File: src/rtl/wcf_pkg.sv
// Shared constants and helpers for the width-converting FIFO.
package wcf_pkg;

  localparam int unsigned WCF_IN_W  = 16;
  localparam int unsigned WCF_OUT_W = 8;
  localparam int unsigned WCF_DEPTH = 16;

  // Ceiling log2 that never returns less than 1, so single-entry indices still get a bit.
  function automatic int unsigned wcf_clog2(input int unsigned value);
    int unsigned res;
    res = 32'd0;
    for (int unsigned i = 0; i < 32; i++) begin
      if ((64'd1 << i) < 64'(value)) res = i + 32'd1;
    end
    return (res == 32'd0) ? 32'd1 : res;
  endfunction

endpackage

File: src/rtl/width_conv_fifo_if.sv
// Producer/consumer bundle for width_conv_fifo; the level port exists only with WCFIFO_LEVEL_EN.
interface width_conv_fifo_if
  import wcf_pkg::*;
#(
  parameter int unsigned IN_W  = WCF_IN_W,
  parameter int unsigned OUT_W = WCF_OUT_W,
  parameter int unsigned DEPTH = WCF_DEPTH
);

  logic             input_valid;
  logic             input_enable;
  logic [IN_W-1:0]  data_in;
  logic             output_valid;
  logic             output_enable;
  logic [OUT_W-1:0] data_out;

`ifdef WCFIFO_LEVEL_EN
  localparam int unsigned R   = IN_W / OUT_W;
  localparam int unsigned AW  = wcf_clog2(DEPTH);
  localparam int unsigned LVW = AW + R + 1;

  logic [LVW-1:0] level;

  modport master (
    output input_valid, data_in, output_enable,
    input  input_enable, output_valid, data_out, level
  );

  modport slave (
    input  input_valid, data_in, output_enable,
    output input_enable, output_valid, data_out, level
  );
`else
  modport master (
    output input_valid, data_in, output_enable,
    input  input_enable, output_valid, data_out
  );

  modport slave (
    input  input_valid, data_in, output_enable,
    output input_enable, output_valid, data_out
  );
`endif

endinterface

File: src/rtl/wcf_lane_mux.sv
// Selects one OUT_W lane of a stored word, honouring the configured lane order.
module wcf_lane_mux
  import wcf_pkg::*;
#(
  parameter int unsigned IN_W      = WCF_IN_W,
  parameter int unsigned OUT_W     = WCF_OUT_W,
  parameter bit          MSB_FIRST = 1'b0
) (
  input  logic [IN_W-1:0]                           word_i,
  input  logic [wcf_clog2(IN_W / OUT_W)-1:0]        ln_i,
  output logic [OUT_W-1:0]                          lane_o
);

  localparam int unsigned R  = IN_W / OUT_W;
  localparam int unsigned LW = wcf_clog2(R);

  logic [LW-1:0] sel_c;

  assign sel_c = MSB_FIRST ? (LW'(R - 1) - ln_i) : ln_i;

  always_comb begin
    lane_o = '0;
    for (int unsigned i = 0; i < R; i++) begin
      if (LW'(i) == sel_c) lane_o = word_i[i*OUT_W +: OUT_W];
    end
  end

endmodule

File: src/rtl/width_conv_fifo.sv
// Width-converting first-word-fall-through FIFO: IN_W words in, OUT_W lanes out.
// Define WCFIFO_LEVEL_EN to add the lane-occupancy port (bus.level).
module width_conv_fifo
  import wcf_pkg::*;
#(
  parameter int unsigned IN_W      = WCF_IN_W,
  parameter int unsigned OUT_W     = WCF_OUT_W,
  parameter int unsigned DEPTH     = WCF_DEPTH,
  parameter bit          MSB_FIRST = 1'b0
) (
  input  logic               clk,
  input  logic               rst_n,
  input  logic               flush,
  width_conv_fifo_if.slave   bus
);

  localparam int unsigned R  = IN_W / OUT_W;
  localparam int unsigned AW = wcf_clog2(DEPTH);
  localparam int unsigned LW = wcf_clog2(R);
  localparam int unsigned CW = AW + 1;

  if ((OUT_W == 0) || ((IN_W % OUT_W) != 0)) begin : g_bad_ratio
    $fatal(1, "width_conv_fifo: IN_W must be a non-zero multiple of OUT_W");
  end
  if ((DEPTH < 2) || ((DEPTH & (DEPTH - 1)) != 0)) begin : g_bad_depth
    $fatal(1, "width_conv_fifo: DEPTH must be a power of two, at least 2");
  end

  logic [IN_W-1:0]  mem_q [DEPTH];
  logic [AW-1:0]    wp_q, wp_d;
  logic [AW-1:0]    rp_q, rp_d;
  logic [LW-1:0]    ln_q, ln_d;
  logic [CW-1:0]    cnt_q, cnt_d;

  logic             full_n_c;
  logic             nempty_c;
  logic             wr_fire_c;
  logic             rd_fire_c;
  logic             pop_c;
  logic [OUT_W-1:0] lane_c;

  // Flags come from registered count only, so there is no input-to-flag path.
  assign full_n_c  = (cnt_q != CW'(DEPTH));
  assign nempty_c  = (cnt_q != '0);
  assign wr_fire_c = bus.input_valid && full_n_c;
  assign rd_fire_c = nempty_c && bus.output_enable;
  assign pop_c     = rd_fire_c && (ln_q == LW'(R - 1));

  always_comb begin
    wp_d  = wp_q;
    rp_d  = rp_q;
    ln_d  = ln_q;
    cnt_d = cnt_q;
    if (flush) begin
      wp_d  = '0;
      rp_d  = '0;
      ln_d  = '0;
      cnt_d = '0;
    end else begin
      if (wr_fire_c) wp_d = wp_q + AW'(1);
      if (pop_c) begin
        rp_d = rp_q + AW'(1);
        ln_d = '0;
      end else if (rd_fire_c) begin
        ln_d = ln_q + LW'(1);
      end
      case ({wr_fire_c, pop_c})
        2'b10:   cnt_d = cnt_q + CW'(1);
        2'b01:   cnt_d = cnt_q - CW'(1);
        default: cnt_d = cnt_q;
      endcase
    end
  end

  always_ff @(posedge clk or negedge rst_n) begin
    if (!rst_n) begin
      wp_q  <= '0;
      rp_q  <= '0;
      ln_q  <= '0;
      cnt_q <= '0;
    end else begin
      wp_q  <= wp_d;
      rp_q  <= rp_d;
      ln_q  <= ln_d;
      cnt_q <= cnt_d;
    end
  end

  // Storage is deliberately not reset; a flush leaves old words in place.
  always_ff @(posedge clk) begin
    if (wr_fire_c && !flush) mem_q[wp_q] <= bus.data_in;
  end

  wcf_lane_mux #(
    .IN_W      (IN_W),
    .OUT_W     (OUT_W),
    .MSB_FIRST (MSB_FIRST)
  ) u_lane_mux (
    .word_i (mem_q[rp_q]),
    .ln_i   (ln_q),
    .lane_o (lane_c)
  );

  assign bus.input_enable = full_n_c;
  assign bus.output_valid = nempty_c;
  assign bus.data_out     = nempty_c ? lane_c : '0;

`ifdef WCFIFO_LEVEL_EN
  localparam int unsigned LVW = AW + R + 1;

  assign bus.level = (LVW'(cnt_q) * LVW'(R)) - LVW'(ln_q);
`endif

endmodule

File: src/flat_wrapper.sv
// flat-port wrapper written by rule: the top's interface ports become plain ports
module width_conv_fifo_flat import wcf_pkg::*;
#(
  parameter int unsigned IN_W      = WCF_IN_W,
  parameter int unsigned OUT_W     = WCF_OUT_W,
  parameter int unsigned DEPTH     = WCF_DEPTH,
  parameter bit          MSB_FIRST = 1'b0
)
  (clk, rst_n, flush, bus_input_valid, bus_data_in, bus_output_enable, bus_input_enable, bus_output_valid, bus_data_out);
  width_conv_fifo_if #(.IN_W(IN_W), .OUT_W(OUT_W), .DEPTH(DEPTH)) bus_i ();
  input  logic clk;
  input  logic rst_n;
  input  logic flush;
  input wire logic [$bits(bus_i.input_valid)-1:0] bus_input_valid;
  input wire logic [$bits(bus_i.data_in)-1:0] bus_data_in;
  input wire logic [$bits(bus_i.output_enable)-1:0] bus_output_enable;
  output wire logic [$bits(bus_i.input_enable)-1:0] bus_input_enable;
  output wire logic [$bits(bus_i.output_valid)-1:0] bus_output_valid;
  output wire logic [$bits(bus_i.data_out)-1:0] bus_data_out;
  assign bus_i.input_valid = bus_input_valid;
  assign bus_i.data_in = bus_data_in;
  assign bus_i.output_enable = bus_output_enable;
  assign bus_input_enable = bus_i.input_enable;
  assign bus_output_valid = bus_i.output_valid;
  assign bus_data_out = bus_i.data_out;
  width_conv_fifo #(.IN_W(IN_W), .OUT_W(OUT_W), .DEPTH(DEPTH), .MSB_FIRST(MSB_FIRST)) u_core (.clk(clk), .rst_n(rst_n), .flush(flush), .bus(bus_i));
endmodule
File: config.mk
export PLATFORM = sky130hd
export DESIGN_NAME = width_conv_fifo_flat
export DESIGN_NICKNAME = d
export VERILOG_FILES = /design/src/rtl/wcf_pkg.sv /design/src/rtl/width_conv_fifo_if.sv /design/src/rtl/wcf_lane_mux.sv /design/src/rtl/width_conv_fifo.sv /design/src/flat_wrapper.sv
export SDC_FILE = /design/constraint.sdc
export NUM_CORES = 1
export LEC_CHECK = 0
export BUFFER_PORTS_ARGS = -buffer_cell sky130_fd_sc_hd__buf_2
export CAP_MARGIN = 10
export CELL_PAD_IN_SITES_DETAIL_PLACEMENT = 1
export CELL_PAD_IN_SITES_GLOBAL_PLACEMENT = 1
export CORE_MARGIN = 4
export CORE_UTILIZATION = 51
export CTS_BUF_LIST = sky130_fd_sc_hd__clkbuf_8
export DETAILED_ROUTE_END_ITERATION = 7
export PLACE_DENSITY_LB_ADDON = 0.05
export SYNTH_ARGS = -nofsm -noshare
export SYNTH_HDL_FRONTEND = slang
export SYNTH_SLANG_ARGS = --single-unit
export TNS_END_PERCENT = 10
File: constraint.sdc
create_clock -name clk -period 3.5 [get_ports clk]
set_clock_uncertainty 0.15 [all_clocks]
set_input_delay 0.35 -clock clk [delete_from_list [all_inputs] [get_ports clk]]
set_output_delay 0.35 -clock clk [all_outputs]
set_load 0.1 [all_outputs]
# Yosys cells after proc, flatten, opt, wreduce, memory -nomap -nowiden
# Memories as Yosys holds them, arrays and structs flattened.
# Index checks and enable logic that the tools add are counted.
[classes] add_sub_neg=5 mul=0 n_div=0 order_cmp=0 n_eq_ne=3 shift=0 muxes=13 bitwise=0 reduce_logical=10
[ops] op="$mux 4" n=4
[ops] op="$mux 8" n=2
[ops] op="$pmux 5 s2" n=1
[ops] op="$add 4x1->4 const B" n=2
[ops] op="$reduce_bool 3->1" n=2
[ops] op="$add 5x1->5 const B" n=1
[ops] op="$mux 1" n=5
[ops] op="$mux 5" n=1
[ops] op="$ne 5x5->1 const B" n=1
[ops] op="$reduce_bool 5->1" n=1
[ops] op="$sub 5x1->5 const B" n=1
[ops] op="$logic_and 1x1->1" n=4
[ops] op="$reduce_bool 2->1" n=2
[ops] op="$eq 2x1->1 const B" n=1
[ops] op="$eq 2x2->1 const B" n=1
[ops] op="$add 1x1->1 const B" n=1
[ops] op="$logic_not 1->1" n=1
[totals] reg_bits=14 latch_bits=0 ramBits=256 rom_bits=0 inputBits=21 out_inout_bits=10 elab_cells=36 mem_count=1
[mem_list] name="u_core.mem_q" words=16 word_bits=16 rd=1 rd_ports_with_merged_regs=0 write_ports=1 line="width_conv_fifo.sv:29" source="logic [IN_W-1:0] mem_q [DEPTH];"

# Depth between registers and ports, before layout
# Gate-level depths: netlist of run 1.
[depth] depth_word=6 depth_mapped=12 depth_no_buf=10

# By module
# A second synthesis of run 1 with hierarchy kept.
[hier_totals] hier_cells=496 area_unflattened_um2=10825.4
[modules_own_cells] mod="width_conv_fifo" instances=1 cells_each=487 area_each_um2=10694.0 seq_area_each_um2=8037.7
[modules_own_cells] mod="wcf_lane_mux" instances=1 cells_each=9 area_each_um2=131.4 seq_area_each_um2=0.0

# Worst setup path after synthesis of run 1
# No wires, ideal clock.
[synth_timing] path_type="flip-flop to output port" start="register u_core.cnt_q[4]" end="output bus_data_out[3]" arrival_time_ps=4038 t_required_ps=3000 setup_slack_ps=-1038 stages_incl_launch_ff=6 n_path_buf=1 cell_sequence="dfrtp_1 > clkbuf_1 > inv_1 > nand2_1 > o311ai_0 > a211oi_1"
[synth_between] elab_chain_cells=2
[synth_rtl] item="from (decl)" line="width_conv_fifo.sv:33" source="logic [CW-1:0] cnt_q, cnt_d;"
[synth_rtl] item="from (signal assigned)" line="width_conv_fifo.sv:85" source="cnt_q <= cnt_d;"
[synth_rtl] item="$reduce_bool 5->1" line="width_conv_fifo.sv:44" source="assign nempty_c = (cnt_q != '0);"
[synth_rtl] item="via bus_output_valid" line="flat_wrapper.sv:18" source="output wire logic [$bits(bus_i.output_valid)-1:0] bus_output_valid;"
[synth_rtl] item="$mux 8" line="width_conv_fifo.sv:106" source="assign bus.data_out = nempty_c ? lane_c : '0;"
[synth_rtl] item="to (decl)" line="flat_wrapper.sv:19" source="output wire logic [$bits(bus_i.data_out)-1:0] bus_data_out;"
# The timed path passes the listed nets, and every way through them passes these cells.

# Worst setup path after layout of run 1
[layout_timing] start="register u_core.rp_q[1]" end="output bus_data_out[3]"
[layout_between] elab_chain_cells=3
[layout_rtl] item="from (decl)" line="width_conv_fifo.sv:31" source="logic [AW-1:0] rp_q, rp_d;"
[layout_rtl] item="from (signal assigned)" line="width_conv_fifo.sv:83" source="rp_q <= rp_d;"
[layout_rtl] item="$mem_v2 16x16"
[layout_rtl] item="$mux 8" line="wcf_lane_mux.sv:24" source="if (LW'(i) == sel_c) lane_o = word_i[i*OUT_W +: OUT_W];"
[layout_rtl] item="$mux 8" line="width_conv_fifo.sv:106"
# No other way between the ends.

==> flow_metrics.tcl, run 1 <==
set metrics [dict create \
    wl_per_cell_um 28.1 \
    fin_area_um2 12400 \
    drtIter0Drc 492 \
    drt-pass1-iter-count 5 \
    synthDistinctLibCells 46 \
    slew_headroom 0.238 \
    crit_buf_inv 1 \
    synth_top_cell_area_share 0.710 \
    rsz0062_at_grt "no" \
    r2r-start "u_core.cnt_q[2]" \
    synth.largest_area_cell "edfxtp_1" \
    status "finished, final reports clean" \
    wl_mm 25.8 \
    clk_pin_slew_worst_paths_ns 0.06 \
    cts_max_level 2 \
    synth-edff-count 256 \
    core-area_um2 21000 \
    clkLatencyLatePin_ns 0.53 \
    layout_common_cells "edfxtp_1 (256), mux4_2 (64), clkbuf_8 (47), buf_4 (33), buf_2 (30)" \
    worst_pin_slew_ns 1.14 \
    synth_ff_type "edfxtp_1" \
    power_density_nw_per_um2 646 \
    holdPathStages 1 \
    grt_usage 0.228 \
    hold_start "bus_data_in[12]" \
    initial_core_util 0.516 \
    num_vias 5448 \
    drv_cap 0 \
    drc 0 \
    r2r-end "u_core.cnt_q[4]" \
    cp_top_family "compound AO/OA/AOI/OAI gates" \
    synth_cells 522 \
    finalMaxSlewViolations 0 \
    grt_overflow_total 0 \
    ys_seq_area_frac 0.743 \
    root_buffer "clkbuf_8" \
    layout_commonest_cell "edfxtp_1" \
    io_buffers 30 \
    syn_area_per_cell_um2 20.7 \
    ant_nets 0 \
    syn_nets 550 \
    grt_pass1_vias 6118 \
    gp_congestion 0.763 \
    critPathCaptureType "primary output" \
    fmax_mhz 301 \
    vdd_drop_max_mv 0.399 \
    clockBufferDepth 3 \
    ys_warn_count 0 \
    crit_fanout 19 \
    cts_made_buffers 44 \
    critPathLaunchType "register" \
    path_cells "mux4_2 > mux2i_1 > nand3_1 > o311ai_0 > a211oi_4 > buf_2" \
    r2r_slack_ns 0.47 \
    drive_gt1_frac 0.333 \
    clock_sinks 270 \
    grt_pass1_wl_mm 39.5 \
    power.leakage_nw 4.02 \
    cpPeakStageDelay_ns 0.62 \
    hpwl_mm 15.8 \
    rows 53 \
    ys_async_sr_fraction 0.0519 \
    r2r_cells 10 \
    postPlaceCellArea_um2 11500 \
    cp_slowest_cell "dfrtp_4" \
    die_area_um2 23600 \
    fin_crit_ns 3.33 \
    syn_area_um2 10800 \
    grt_start_max_net_pins 24 \
    die_h_um 154 \
    setup_viol 0 \
    viasPerCell 5.93 \
    num_io_pins 31 \
    cts_tree "yes" \
    whs_endpoint "u_core.mem_q[2][12]" \
    nets 637 \
    crit_type "register to primary output" \
    hold_path.class "input port to register" \
    die_w_um 154 \
    required_ns 3.00 \
    hold_viol 0 \
    crit_arrival_ns 2.83 \
    areaGrowthSynthToFinish_pct 14.6 \
    netlist_top_cells_area "edfxtp_1 (71%), mux4_2 (13%), dfrtp_1 (3.2%)" \
    antenna_found_initial 3 \
    finalPower_w 0.00801 \
    finalCritPeriodShare 0.950 \
    synth.ff_latch_count 270 \
]
Yosys cell counts (4+ instances only):
| library cell | n |
|---|---|
| and2_1 | 13 |
| nor2_1 | 21 |
| mux2i_1 | 13 |
| mux2_2 | 7 |
| ha_1 | 7 |
| xor2_1 | 7 |
| a221oi_1 | 7 |
| buf_6 | 5 |
| mux4_2 | 64 |
| o21ai_0 | 4 |
| o221ai_1 | 15 |
| xnor2_1 | 4 |
| nor3_1 | 7 |
| dfrtp_1 | 14 |
| edfxtp_1 | 256 |
| or3_1 | 8 |
| clkbuf_1 | 9 |
| nand2_1 | 13 |
| buf_2 | 11 |
where the power goes:
part	internal, W	switching, W	total [W]
sequential	0.00361	0.0000786	0.00369
combinational	0.000563	0.00118	0.00174
clock	0.00139	0.00119	0.00258
total	0.00556	0.00245	0.00801
routing by layer:
metal / GRT usage / vias up / wire length, um
li1: - / 2371 / -
met1: 0.315 / 2879 / 10700
met2: 0.378 / 153 / 13000
met3: 0.0467 / 39 / 1660
met4: 0.0563 / 6 / 388
met5: 0 / - / 54
per-stage QoR:
stage / setup slack [ns] / util / TNS [ns] / std cells / hold slack [ns]
5_1_grt: 0.0531 / 0.592 / 0 / 917 / 0.0163
3_5_place_dp: 0.380 / 0.549 / 0 / 832 / 0.133
4_1_cts: 0.0136 / 0.591 / 0 / 917 / 0.00383
2_1_floorplan: -0.0406 / - / -0.284 / 522 / -0.0956
6_report: 0.173 / 0.592 / 0 / 918 / 0.0246
3_3_place_gp: 0.471 / 0.549 / 0 / 832 / 0.124
flip-flops by register name, indices dropped and copies added (netlist names):
name	cells
u_core.cnt_q	5
u_core.ln_q	1
u_core.wp_q	4
u_core.mem_q	256
u_core.rp_q	4
what timing repair did:
action | 4_1_cts | 5_1_grt
setup buffers | 4 | 0
pin swaps | 0 | 0
endpoints found under the setup margin | 6 | 5
hold buffers | 2 | 0
endpoints found under the hold margin | 17 | 0
resized for setup | 1 | 1
worst max path at each step:
| stage | startpoint | end | slack, ns | cells after the start |
|---|---|---|---|---|
| floorplan | u_core.cnt_q[4] | bus_data_out[0] | -0.04 | 5 |
| CTS | u_core.rp_q[1] | bus_data_out[1] | 0.01 | 6 |
| global route | u_core.rp_q[1] | bus_data_out[1] | 0.05 | 6 |
| global placement | u_core.rp_q[0] | bus_data_out[2] | 0.47 | 6 |
| finish | u_core.rp_q[1] | bus_data_out[3] | 0.17 | 6 |
| detailed placement | u_core.rp_q[0] | bus_data_out[1] | 0.38 | 6 |
kinds of logic (layout without fill, tap and decap cells):
| logic type | after synthesis | after routing | share of synthesized area |
|---|---|---|---|
| flip-flops | 270 | 270 | 0.743 |
| multiplexers | 84 | 84 | 0.153 |
| AND/OR/NAND/NOR | 77 | 77 | 0.0370 |
| AO/OA/AOI/OAI | 41 | 41 | 0.0334 |
| buffers and inverters | 32 | 152 | 0.0172 |
| XOR/XNOR | 11 | 11 | 0.00890 |
| adder cells (fa/ha/maj) | 7 | 7 | 0.00809 |
| other | 0 | 1 | 0 |
layout make-up:
class	instances	area [um^2]
clock inverter	32	185
sequential	270	8050
fill	1850	8560
inverter	4	15.0
multi-input combinational	220	2670
clock buffer	47	647
tap	275	344
timing repair buffer	69	489
antenna	1	2.50
(Power assumes the default switching activity.)
==> run 2, diff against run 1 <==
- CORE_ASPECT_RATIO: not set -> 0.8
- GPL_TIMING_DRIVEN: not set -> 0
==> run 2 against run 1 <==
Design area decreased by 0.76%. Fmax is 3.1% lower. Total power is 0.97% lower. Setup slack got worse by 0.11 ns. Clock-buffer cell count down 4. Flip-flop and latch count is the same. First-iteration DRC count grew 6.1%. Critical path type unchanged.
==> flow_metrics.tcl, run 2 (synthesis results as in run 1) <==
set metrics [dict create \
    hpwl_mm 16.7 \
    layout_commonest_cell "edfxtp_1" \
    p_seq_frac 0.461 \
    slew_headroom 0.185 \
    fill_cells 1785 \
    num_io_pins 31 \
    critPathLaunchType "register" \
    fmax_mhz 291 \
    netSwitchingFraction 0.317 \
    hold_viol 0 \
    multi_input_area_um2 2720 \
    hold_path.class "input port to register" \
    crit_type "register to primary output" \
    clkLatencyLatePin_ns 0.54 \
    wl_per_cell_um 29.2 \
    areaGrowthSynthToFinish_pct 13.7 \
    drv_cap 0 \
    setup_viol 0 \
    die_w_um 171 \
    wl_mm 26.3 \
    rsz0062_at_grt "yes" \
    power_density_nw_per_um2 645 \
    vdd_drop_max_mv 0.437 \
    status "finished, final reports clean" \
    diodes 0 \
    switchingPower_w 0.00252 \
    grt_pass1_wl_mm 39.2 \
    internal-power_w 0.00542 \
    crit_arrival_ns 2.93 \
    io_buffers 29 \
    regMostFlops "u_core.mem_q" \
    rows 47 \
    initial_core_util 0.521 \
    nets 633 \
    gp_congestion 0.833 \
    final_util 0.593 \
    dp_cells 828 \
    path_cells "clkbuf_1 > nand2_1 > o221ai_1 > a221oi_2 > clkbuf_4" \
    reg_top3 "u_core.mem_q (256), u_core.cnt_q (5)" \
    power.leakage_nw 3.98 \
    core-area_um2 20800 \
    grt_overflow_total 0 \
    die_area_um2 23600 \
    crit_fanout 10 \
    die_h_um 138 \
    combinationalPowerShare 0.240 \
    cpPeakStageDelay_ns 0.52 \
    power.clock.fraction 0.299 \
    layout_setup_ws_ns 0.0652 \
    fin_crit_ns 3.43 \
    num_vias 5548 \
    cts_tree "yes" \
    required_ns 3.00 \
    clk_pin_slew_worst_paths_ns 0.06 \
    layout_common_cells "edfxtp_1 (256), mux4_2 (64), clkbuf_8 (43), buf_2 (31)" \
    drtIter0Drc 522 \
    drt-pass1-iter-count 5 \
    critPathCaptureType "primary output" \
    drive_gt1_frac 0.331 \
    viasPerCell 6.16 \
    worst_pin_slew_ns 1.22 \
    crit_buf_inv 2 \
    grt_usage 0.228 \
    grt_pass1_vias 6017 \
    clock_sinks 270 \
    place_ws_ns 0.102 \
    clockBufferDepth 3 \
    largest_reg_flops 256 \
    holdWs_ns 0.0453 \
    cp_slowest_cell "dfrtp_1" \
    finalMaxSlewViolations 0 \
    finalPower_w 0.00794 \
    finalCritPeriodShare 0.981 \
    grt_start_max_net_pins 17 \
    drc 0 \
    final_cells 901 \
    cts_made_buffers 42 \
    cts_max_level 2 \
    antenna_found_initial 0 \
    ant_nets 0 \
    ff_latch_area_um2 8040 \
    root_buffer "clkbuf_8" \
    cp_top_family "buffers and inverters" \
]
## run 2: cell types whose count changed in the layout (fill, tap and decap cells not counted), moves of 5 or more
cell	change
buf_4	-24
buf_6	+8
clkbuf_1	+8
clkbuf_4	+5
clkinv_1	-11
inv_1	+6
## run 2: power groups by stage
stage                     sequential, W  clock (W)  combinational (W)
final                           0.00366    0.00237            0.00190
after global routing            0.00367    0.00259            0.00200
after CTS                       0.00366    0.00243            0.00187
after detailed placement        0.00373          0            0.00182
after global placement          0.00372          0            0.00178
after floorplan                 0.00371          0            0.00140
## run 2: worst paths after layout
path	startpoint	to	slack, ns	depth (start not counted)
min reg2reg	u_core.wp_q[0]	u_core.wp_q[0]	0.51	2
min	bus_data_in[6]	u_core.mem_q[3][6]	0.05	1
max	u_core.ln_q	bus_data_out[7]	0.07	5
min in group asynchronous	rst_n	u_core.rp_q[2]	0.09	2
max reg2reg	u_core.cnt_q[2]	u_core.cnt_q[4]	0.36	10
max in group asynchronous	rst_n	u_core.cnt_q[1]	2.82	2
## run 2: repair_timing
action | in CTS | in global routing
hold buffers | 2 | 0
endpoints found under the setup margin | 8 | 8
resized for setup | 15 | 13
setup buffers | 0 | 0
pin swaps | 0 | 0
endpoints found under the hold margin | 15 | 0
## run 2: area by class of cell
type | count | share of cell area
clock buffers | 43 | 0.0481
multi-input cells | 220 | 0.221
flip-flops and latches | 270 | 0.653
clock inverters | 28 | 0.0116
inverters | 4 | 0.00122
well taps | 269 | 0.0274
repair buffers | 39 | 0.0228
plain buffers | 28 | 0.0145
## run 2: layer usage
metal | track usage | routed length [um] | up-vias
met5 | 0 | 0 | -
met1 | 0.329 | 11500 | 2995
met2 | 0.358 | 12900 | 168
li1 | - | - | 2346
met3 | 0.0525 | 1460 | 39
met4 | 0.0617 | 491 | 0
## run 2: worst reg2reg max path, delay by kind of cell, from the launching register on
family | cells | cell delay, ns
adder cells (fa/ha/maj) | 1 | 0.27
flip-flops | 1 | 0.46
XOR/XNOR | 1 | 0.15
AO/OA/AOI/OAI | 4 | 0.87
AND/OR/NAND/NOR | 4 | 1.16
## run 2: stage by stage
step	setup TNS (ns)	instance area [um^2]
2_1_floorplan	-0.284	10900
3_3_place_gp	-58.14	11400
3_5_place_dp	0	11500
4_1_cts	0	12300
5_1_grt	-0.0449	12300
6_report	0	12300
==> run 3, diff against run 2 <==
- CORE_ASPECT_RATIO: 0.8 -> 0.9
- RECOVER_POWER: not set -> 50
==> run 3 against run 2 <==
Clock-buffer cell count did not move. Critical path type unchanged. Sequential power about the same. Flip-flop and latch count is the same.
==> flow_metrics.tcl, run 3 (synthesis results as in run 1) <==
set metrics [dict create \
    path_common_cell "buf_6" \
    crit_fanout 10 \
    ant_nets 0 \
    layout_commonest_cell "edfxtp_1" \
    multi_input_area_um2 2690 \
    vdd_drop_max_mv 0.447 \
    holdWs_ns 0.179 \
    num_vias 5497 \
    areaGrowthSynthToFinish_pct 13.7 \
    grt_pass1_wl_mm 38.6 \
    largest_reg_flops 256 \
    crit_arrival_ns 2.91 \
    diodes 0 \
    rows 50 \
    slew_headroom 0.201 \
    cts_made_buffers 43 \
    drc 0 \
    grt_pass1_vias 6034 \
    crit_type "register to primary output" \
    clockBufferDepth 3 \
    die_h_um 146 \
    initial_core_util 0.519 \
    fmax_mhz 293 \
    critPathCaptureType "primary output" \
    grt_start_max_net_pins 17 \
    required_ns 3.00 \
    worst_pin_slew_ns 1.20 \
    regMostFlops "u_core.mem_q" \
    drt-pass1-iter-count 7 \
    power.leakage_nw 3.93 \
    cpPeakStageDelay_ns 0.53 \
    viasPerCell 5.97 \
    core-area_um2 20800 \
    critPathLaunchType "register" \
    num_io_pins 31 \
    reg_top3 "u_core.mem_q (256), u_core.cnt_q (5)" \
    die_w_um 162 \
    root_buffer "clkbuf_8" \
    fin_crit_ns 3.41 \
    path_cells "buf_6 > buf_8 > buf_6 > mux4_2 > o221ai_1 > a221oi_2 > buf_4" \
    use_met2 0.367 \
    grt_usage 0.224 \
    hold_viol 0 \
    cp_top_family "buffers and inverters" \
    cts_tree "yes" \
    place_ws_ns 0.167 \
    cp_slowest_cell "mux4_2" \
    layout_common_cells "edfxtp_1 (256), mux4_2 (64), clkbuf_8 (43), clkbuf_1 (24), nor2_1 (19)" \
    die_area_um2 23600 \
    antenna_found_initial 1 \
    met3_usage 0.0511 \
    layout_setup_ws_ns 0.0920 \
    top_usage_layer "met2" \
    gp_congestion 0.843 \
    grt_use_met1 0.310 \
    grt_overflow_total 0 \
    drtIter0Drc 435 \
    clk_pin_slew_worst_paths_ns 0.06 \
    clkLatencyLatePin_ns 0.53 \
    ff_latch_area_um2 8040 \
    hpwl_mm 16.1 \
    power_density_nw_per_um2 649 \
    cts_max_level 2 \
    drv_cap 0 \
    io_buffers 29 \
    wl_mm 25.5 \
    fill_cells 1825 \
    clock_sinks 270 \
    crit_buf_inv 4 \
    finalMaxSlewViolations 0 \
    status "finished, final reports clean" \
    drive_gt1_frac 0.296 \
    rsz0062_at_grt "yes" \
    nets 633 \
    setup_viol 0 \
    hold_path.class "input port to register" \
    wl_per_cell_um 27.7 \
    finalCritPeriodShare 0.974 \
]
run 3: changes by cell type in the layout (fill, tap and decap cells not counted), moves of 2 or more:
cell / change
o221ai_1: +3
inv_1: -4
buf_2: -16
clkbuf_4: -3
clkbuf_1: +16
buf_4: +2
clkinv_2: +2
o221ai_2: -3
clkinv_1: +5
run 3: cell type report:
cell class | instances | area share
Buffer | 28 | 0.0144
Clock buffer | 43 | 0.0481
Clock inverter | 32 | 0.0152
Inverter | 4 | 0.00122
Multi-Input combinational cell | 220 | 0.218
Sequential cell | 270 | 0.653
Tap cell | 286 | 0.0291
Timing Repair Buffer | 38 | 0.0201
run 3: metrics by stage:
stage               power (W)   util  instances  cell area [um^2]  TNS, ns
detailed placement    0.00553  0.551        844             11500        0
CTS                   0.00805  0.591        921             12300        0
floorplan             0.00511      -        522             10900   -0.284
finish                0.00798  0.590        921             12300        0
global placement      0.00549  0.546        837             11400   -54.00
global route          0.00833  0.590        921             12300  -0.0398
run 3: worst paths after layout:
path                                        to  cells after the start  slack (ns)            start
setup / recovery               bus_data_out[2]                      7        0.09   u_core.rp_q[0]
hold / removal             u_core.mem_q[12][2]                      1        0.18   bus_data_in[2]
setup reg to reg               u_core.cnt_q[4]                     10        0.27  u_core.cnt_q[2]
hold reg to reg                 u_core.wp_q[0]                      2        0.50   u_core.wp_q[0]
max in group asynchronous      u_core.cnt_q[1]                      2        2.38            rst_n
min in group asynchronous       u_core.rp_q[3]                      2        0.29            rst_n
run 3: layer usage:
metal | vias up | share of wire
li1 | 2350 | -
met1 | 2956 | 0.43
met2 | 150 | 0.49
met3 | 39 | 0.062
met4 | 2 | 0.017
met5 | - | 0.00023
run 3: power by group:
part	leakage [nW]	internal (W)	switching, W	total (W)
Combinational	0.991	0.000582	0.00126	0.00184
Clock	0.447	0.00129	0.00119	0.00248
Sequential	2.50	0.00361	0.0000499	0.00366
run 3: timing repair:
item | in CTS | in global routing
endpoints found under the setup margin | 8 | 6
setup buffers | 0 | 0
resized for setup | 13 | 12
hold buffers | 2 | 0
hold endpoints to repair | 15 | 0
